## src/rtl/seg_scan_mux.sv

```systemverilog
// seg_scan_mux: time-multiplexes the tens/ones 7-segment patterns onto one shared
// segment bus with per-digit common enables; hundreds != 0 is shown on the ones-slot dp.
// Ports: clk, rst (async, active-high); seg_tens/seg_ones/hund in; seg_out/dp/dig_en pins out.
// Optional macro LEADING_ZERO_BLANK_EN: blanks a leading tens zero when hundreds is zero.
module seg_scan_mux #(
    parameter int REFRESH_DIV    = 50000,
    parameter int BLANK_CYCLES   = 2,
    parameter bit SEG_ACTIVE_LOW = 1'b0
) (
    input  logic       clk,
    input  logic       rst,
    input  logic [6:0] seg_tens,
    input  logic [6:0] seg_ones,
    input  logic [1:0] hund,
    output logic [6:0] seg_out,
    output logic       dp,
    output logic [1:0] dig_en
);

    localparam int CNT_MAX = (REFRESH_DIV > BLANK_CYCLES) ? REFRESH_DIV : BLANK_CYCLES;
    localparam int CNT_W   = $clog2(CNT_MAX + 1);
    localparam bit HAS_BLANK = (BLANK_CYCLES > 0);
    localparam logic [CNT_W-1:0] DIG_LAST = CNT_W'(REFRESH_DIV - 1);
    localparam logic [CNT_W-1:0] BLK_LAST = CNT_W'((BLANK_CYCLES > 0) ? BLANK_CYCLES - 1 : 0);

    typedef enum logic [1:0] {
        S_BLANK_T = 2'd0,
        S_TENS    = 2'd1,
        S_BLANK_O = 2'd2,
        S_ONES    = 2'd3
    } state_t;

    state_t           state;
    state_t           state_nxt;
    logic [CNT_W-1:0] cnt;
    logic [6:0]       snap_tens;
    logic [6:0]       snap_ones;
    logic [1:0]       snap_hund;
    logic [6:0]       snap_tens_nxt;
    logic [6:0]       snap_ones_nxt;
    logic [1:0]       snap_hund_nxt;
    logic             capture;

    // Logical (active-high) output registers and their next values.
    logic [6:0] seg_l;
    logic       dp_l;
    logic [1:0] en_l;
    logic [6:0] seg_l_nxt;
    logic       dp_l_nxt;
    logic [1:0] en_l_nxt;

    // Next-state: with no blank cycles the blank states are left on the first edge,
    // which is how the post-reset S_BLANK_T collapses straight into S_TENS.
    always_comb begin
        state_nxt = S_BLANK_T;
        case (state)
            S_BLANK_T: state_nxt = (!HAS_BLANK || cnt == BLK_LAST) ? S_TENS : S_BLANK_T;
            S_TENS:    state_nxt = (cnt == DIG_LAST) ? (HAS_BLANK ? S_BLANK_O : S_ONES) : S_TENS;
            S_BLANK_O: state_nxt = (!HAS_BLANK || cnt == BLK_LAST) ? S_ONES : S_BLANK_O;
            S_ONES:    state_nxt = (cnt == DIG_LAST) ? (HAS_BLANK ? S_BLANK_T : S_TENS) : S_ONES;
            default:   state_nxt = S_BLANK_T;
        endcase
    end

    // The frame is frozen on the edge that enters the tens slot; outputs are decoded
    // from the post-edge snapshot so the captured value shows on that same edge.
    always_comb begin
        capture       = (state_nxt == S_TENS) && (state != S_TENS);
        snap_tens_nxt = capture ? seg_tens : snap_tens;
        snap_ones_nxt = capture ? seg_ones : snap_ones;
        snap_hund_nxt = capture ? hund     : snap_hund;
    end

    always_comb begin
        seg_l_nxt = 7'b0;
        dp_l_nxt  = 1'b0;
        en_l_nxt  = 2'b00;
        case (state_nxt)
            S_TENS: begin
                seg_l_nxt = snap_tens_nxt;
                en_l_nxt  = 2'b10;
`ifdef LEADING_ZERO_BLANK_EN
                if (snap_tens_nxt == 7'b1111110 && snap_hund_nxt == 2'd0) begin
                    seg_l_nxt = 7'b0;
                    en_l_nxt  = 2'b00;
                end
`endif
            end
            S_ONES: begin
                seg_l_nxt = snap_ones_nxt;
                dp_l_nxt  = (snap_hund_nxt != 2'd0);
                en_l_nxt  = 2'b01;
            end
            default: begin
                seg_l_nxt = 7'b0;
                dp_l_nxt  = 1'b0;
                en_l_nxt  = 2'b00;
            end
        endcase
    end

    always_ff @(posedge clk or posedge rst) begin
        if (rst) begin
            state     <= S_BLANK_T;
            cnt       <= '0;
            snap_tens <= 7'b0;
            snap_ones <= 7'b0;
            snap_hund <= 2'b0;
            seg_l     <= 7'b0;
            dp_l      <= 1'b0;
            en_l      <= 2'b00;
        end else begin
            state     <= state_nxt;
            cnt       <= (state_nxt != state) ? '0 : cnt + CNT_W'(1);
            snap_tens <= snap_tens_nxt;
            snap_ones <= snap_ones_nxt;
            snap_hund <= snap_hund_nxt;
            seg_l     <= seg_l_nxt;
            dp_l      <= dp_l_nxt;
            en_l      <= en_l_nxt;
        end
    end

    // Pin polarity; reset forces logical zeros, so active-low pins go high asynchronously.
    assign seg_out = seg_l ^ {7{SEG_ACTIVE_LOW}};
    assign dp      = dp_l ^ SEG_ACTIVE_LOW;
    assign dig_en  = en_l ^ {2{SEG_ACTIVE_LOW}};

endmodule

```

## config.mk

```make
export PLATFORM = sky130hd
export DESIGN_NAME = seg_scan_mux
export DESIGN_NICKNAME = d
export VERILOG_FILES = /design/src/rtl/seg_scan_mux.sv
export SDC_FILE = /design/constraint.sdc
export NUM_CORES = 1
export LEC_CHECK = 0
export ABC_AREA = 1
export BUFFER_PORTS_ARGS = -buffer_cell sky130_fd_sc_hd__buf_2
export CAP_MARGIN = 20
export CORE_MARGIN = 8
export CORE_UTILIZATION = 45
export CTS_CLUSTER_DIAMETER = 200
export CTS_CLUSTER_SIZE = 14
export DETAILED_ROUTE_END_ITERATION = 10
export HOLD_SLACK_MARGIN = 0.1
export PLACE_DENSITY = 0.77
export SLEW_MARGIN = 10
export SYNTH_ARGS = -nofsm -noshare
export SYNTH_HDL_FRONTEND = slang
export SYNTH_SLANG_ARGS = --single-unit
```

## constraint.sdc

```tcl
create_clock -name clk -period 1.45 [get_ports clk]
set_input_delay 0.0725 -clock clk [delete_from_list [all_inputs] [get_ports clk]]
set_output_delay 0.0725 -clock clk [all_outputs]
set_load 0.005 [all_outputs]
```

==> run_results.csv <==
group,metric,value,unit
status,outcome,"complete, but fails checks",
status,violations,"setup timing",
yosys,ys_warn_count,0,
grt,first_global_vias,1956,
layout,final_cells,401,
placed_design,gp_congestion,0.883,
yosys,synth_enable_flop_cells,0,
layout,drive_above_1_share,43.2,%
clocking,cts.htree.levels,2,
grt,antenna_found_initial,0,
yosys,synth_nets,267,
yosys,synth_most_common_cell,"nand2_1",
timing,hold_viol_final,0,
route,routed-via-count,2011,
timing,report.final.slew_viol_count,0,
worst_setup_path,critPathKind,"register to register",
clocking,worstSkewPairLatency,300,ps
timing,fin_skew,13.0,ps
yosys,synth_flop_cell,"dfrtp_1",
floorplan,die_area,0.00728,mm²
yosys,synth.distinct_cells,30,
yosys,synth_area,0.00216,mm²
worst_setup_path,cp_max_fo,3,
layout,fin_nets,366,
timing,fin_crit,1800,ps
layout,syn2layout_area_growth,51.0,%
power,cellLeakagePower,1.65,nW
worst_setup_path,worstSetupEndpointType,"register",
clocking,numCtsBuffers,5,
timing,fin_crit_sh,124,%
clocking,cts_sinks,44,
clocking,cts.clk_slew.worst_paths,90,ps
timing,tightest_slew,456,ps
floorplan,num_rows,25,
yosys,synthTopCellsByArea,"dfrtp_1, nand2_1, inv_1, o21a_1, nor2_1",
yosys,synth_top_area_share,50.9,%
layout,antenna_cells,0,
yosys,yosysSeqAreaShare,50.9,%
route,ant_nets,0,
route,first_pass_iters,4,
placed_design,dp_cells,366,
floorplan,die_h,85.3,µm
power,power_density,700,mW/mm²
grt,gr-total-overflow,0,
worst_setup_path,arrival,1990,ps
timing,worst_slack,-346,ps
grt,grt_pass1_wl,8910,µm
placed_design,dp_hpwl,3690,µm
grt,grt_max_degree,23,
min_path,min_path_type,"input port to async pin",
route,route.detailed.drc,0,
worst_setup_path,worstPathRequired,1640,ps
yosys,async_reset_ff_share,100,%
run,drv_cap,0,
route,wl,5900,µm
floorplan,start_util,46.1,%
grt,groute.usage.overall,15.3,%
power,ir_worst_vdd,0.401,mV
placed_design,io_buffers,27,
clocking,cts_buffer_depth,2,
timing,setup_tns,-8540,ps
floorplan,die_width,85.3,µm
yosys,ys_ff_latch,44,
yosys,yosysTopAreaCell,"dfrtp_1",
clocking,cts_root_buf,"clkbuf_8",
yosys,synth_common_cells,"nand2_1, dfrtp_1, inv_1, nor2_1, o21a_1",
route,viasPerCell,5.01,
timing,setup_viol,40,
route,drt_iter0_drc,131,
route,wl_per_cell,14.7,µm
clocking,cts_tree,"built",
timing,slew-limit-headroom,69.4,%
floorplan,core_area,0.00469,mm²
worst_setup_path,cp-start-kind,"register",
yosys,avgSynthCellArea,8.75,µm²
worst_setup_path,reg2reg_depth,11,
timing,rsz0062_at_grt,"yes",
worst_setup_path,reg2reg_slack,-350,ps
timing,max_freq,557,MHz
floorplan,num_io_pins,28,
yosys,netlist_instances,247,
[flip-flops by register name, summed over array words and instances, names as in the netlist]
signal and cells:
cnt 16, seg_out 7, snap_ones 7, snap_tens 7, dig_en 2, snap_hund 2
state 2, dp 1
[metrics by stage]
stage | total power [mW] | setup WS (ps) | utilization (%) | cell area, µm² | hold slack (ps)
3_3_place_gp | 1.42 | -147 | 57.0 | 2680 | 42.6
3_5_place_dp | 1.43 | -255 | 57.0 | 2680 | 44.1
2_1_floorplan | 1.36 | -72.0 | - | 2170 | 189
6_report | 2.29 | -346 | 69.6 | 3260 | 259
5_1_grt | 2.38 | -459 | 69.6 | 3260 | 299
4_1_cts | 2.28 | -188 | 64.5 | 3030 | 285
[worst max-delay path: stages, from the launching register on]
cell	delay, ps
dfrtp_1	390
ha_2	200
nand2_2	70
nor2_4	140
nand2_2	100
nor2_4	140
nand2_4	80
nor3_4	190
buf_4	150
buf_4	100
buf_4	90
nor3_1	40
[worst paths after layout]
path,startpoint,endpoint
min,rst,seg_out[1]$_DFF_PP0_
max in group asynchronous,rst,seg_out[3]$_DFF_PP0_
min reg2reg,snap_hund[1]$_DFF_PP0_,snap_hund[1]$_DFF_PP0_
max reg2reg,cnt[1]$_DFF_PP0_,cnt[8]$_DFF_PP0_
min in group clk,seg_tens[0],snap_tens[0]$_DFF_PP0_
max,cnt[1]$_DFF_PP0_,cnt[8]$_DFF_PP0_
[logic make-up (layout without fill, tap and decap cells)]
logic type / Yosys count / after routing / synth area share [%]
xor+xnor: 3 / 3 / 1.22
buf+inv: 51 / 151 / 10.8
fa+ha+maj: 2 / 2 / 1.16
flops: 44 / 44 / 50.9
simple gates: 102 / 102 / 22.4
compound gates: 45 / 45 / 13.5
[per-layer routing]
metal	up-vias	GRT usage [%]	part of all wire, %
li1	986	-	-
met5	-	0	0
met3	10	3.76	4.2
met4	0	6.05	1.7
met1	969	17.1	41
met2	46	27.2	53
[layout by cell type, fill, tap and decap left out, types with 2 or more instances in the layout]
master,count
buf_12,3
buf_2,27
buf_4,42
buf_6,7
clkbuf_8,6
clkinvlp_4,2
dfrtp_1,44
dlygate4sd3_1,17
ha_2,2
inv_1,39
inv_2,6
nand2_1,26
nand2_2,18
nand2_4,6
nand3_1,6
nand3_2,2
nand4_1,4
nor2_1,15
nor2_2,7
nor2_4,4
nor3_1,5
nor3b_2,2
o211ai_1,7
o21a_1,14
o21ai_1,11
o21ai_2,7
xor2_1,3
[repair_timing]
item,4_1_cts,5_1_grt
hold endpoints to repair,68,0
buffers inserted,3,6
hold buffers,17,0
cloned,0,1
setup endpoints to repair,40,43
resized for setup,22,45
pin swaps,4,13
[power by group]
| part | leakage, nW | total (mW) | switching [mW] | internal, mW |
|---|---|---|---|---|
| clock | 0.0434 | 0.822 | 0.436 | 0.386 |
| sequential | 0.528 | 1.27 | 0.00926 | 1.26 |
| combinational | 1.08 | 0.196 | 0.0967 | 0.0994 |
| total | 1.65 | 2.29 | 0.542 | 1.74 |
[layout make-up]
cell class | instances | area, µm²
multi-input cells | 152 | 1040
clock buffers | 6 | 82.6
repair buffers | 97 | 785
well taps | 54 | 67.6
flip-flops and latches | 44 | 1100
inverters | 46 | 173
fillers | 307 | 1430
clock inverters | 2 | 15.0
(Power assumes the default switching activity.)
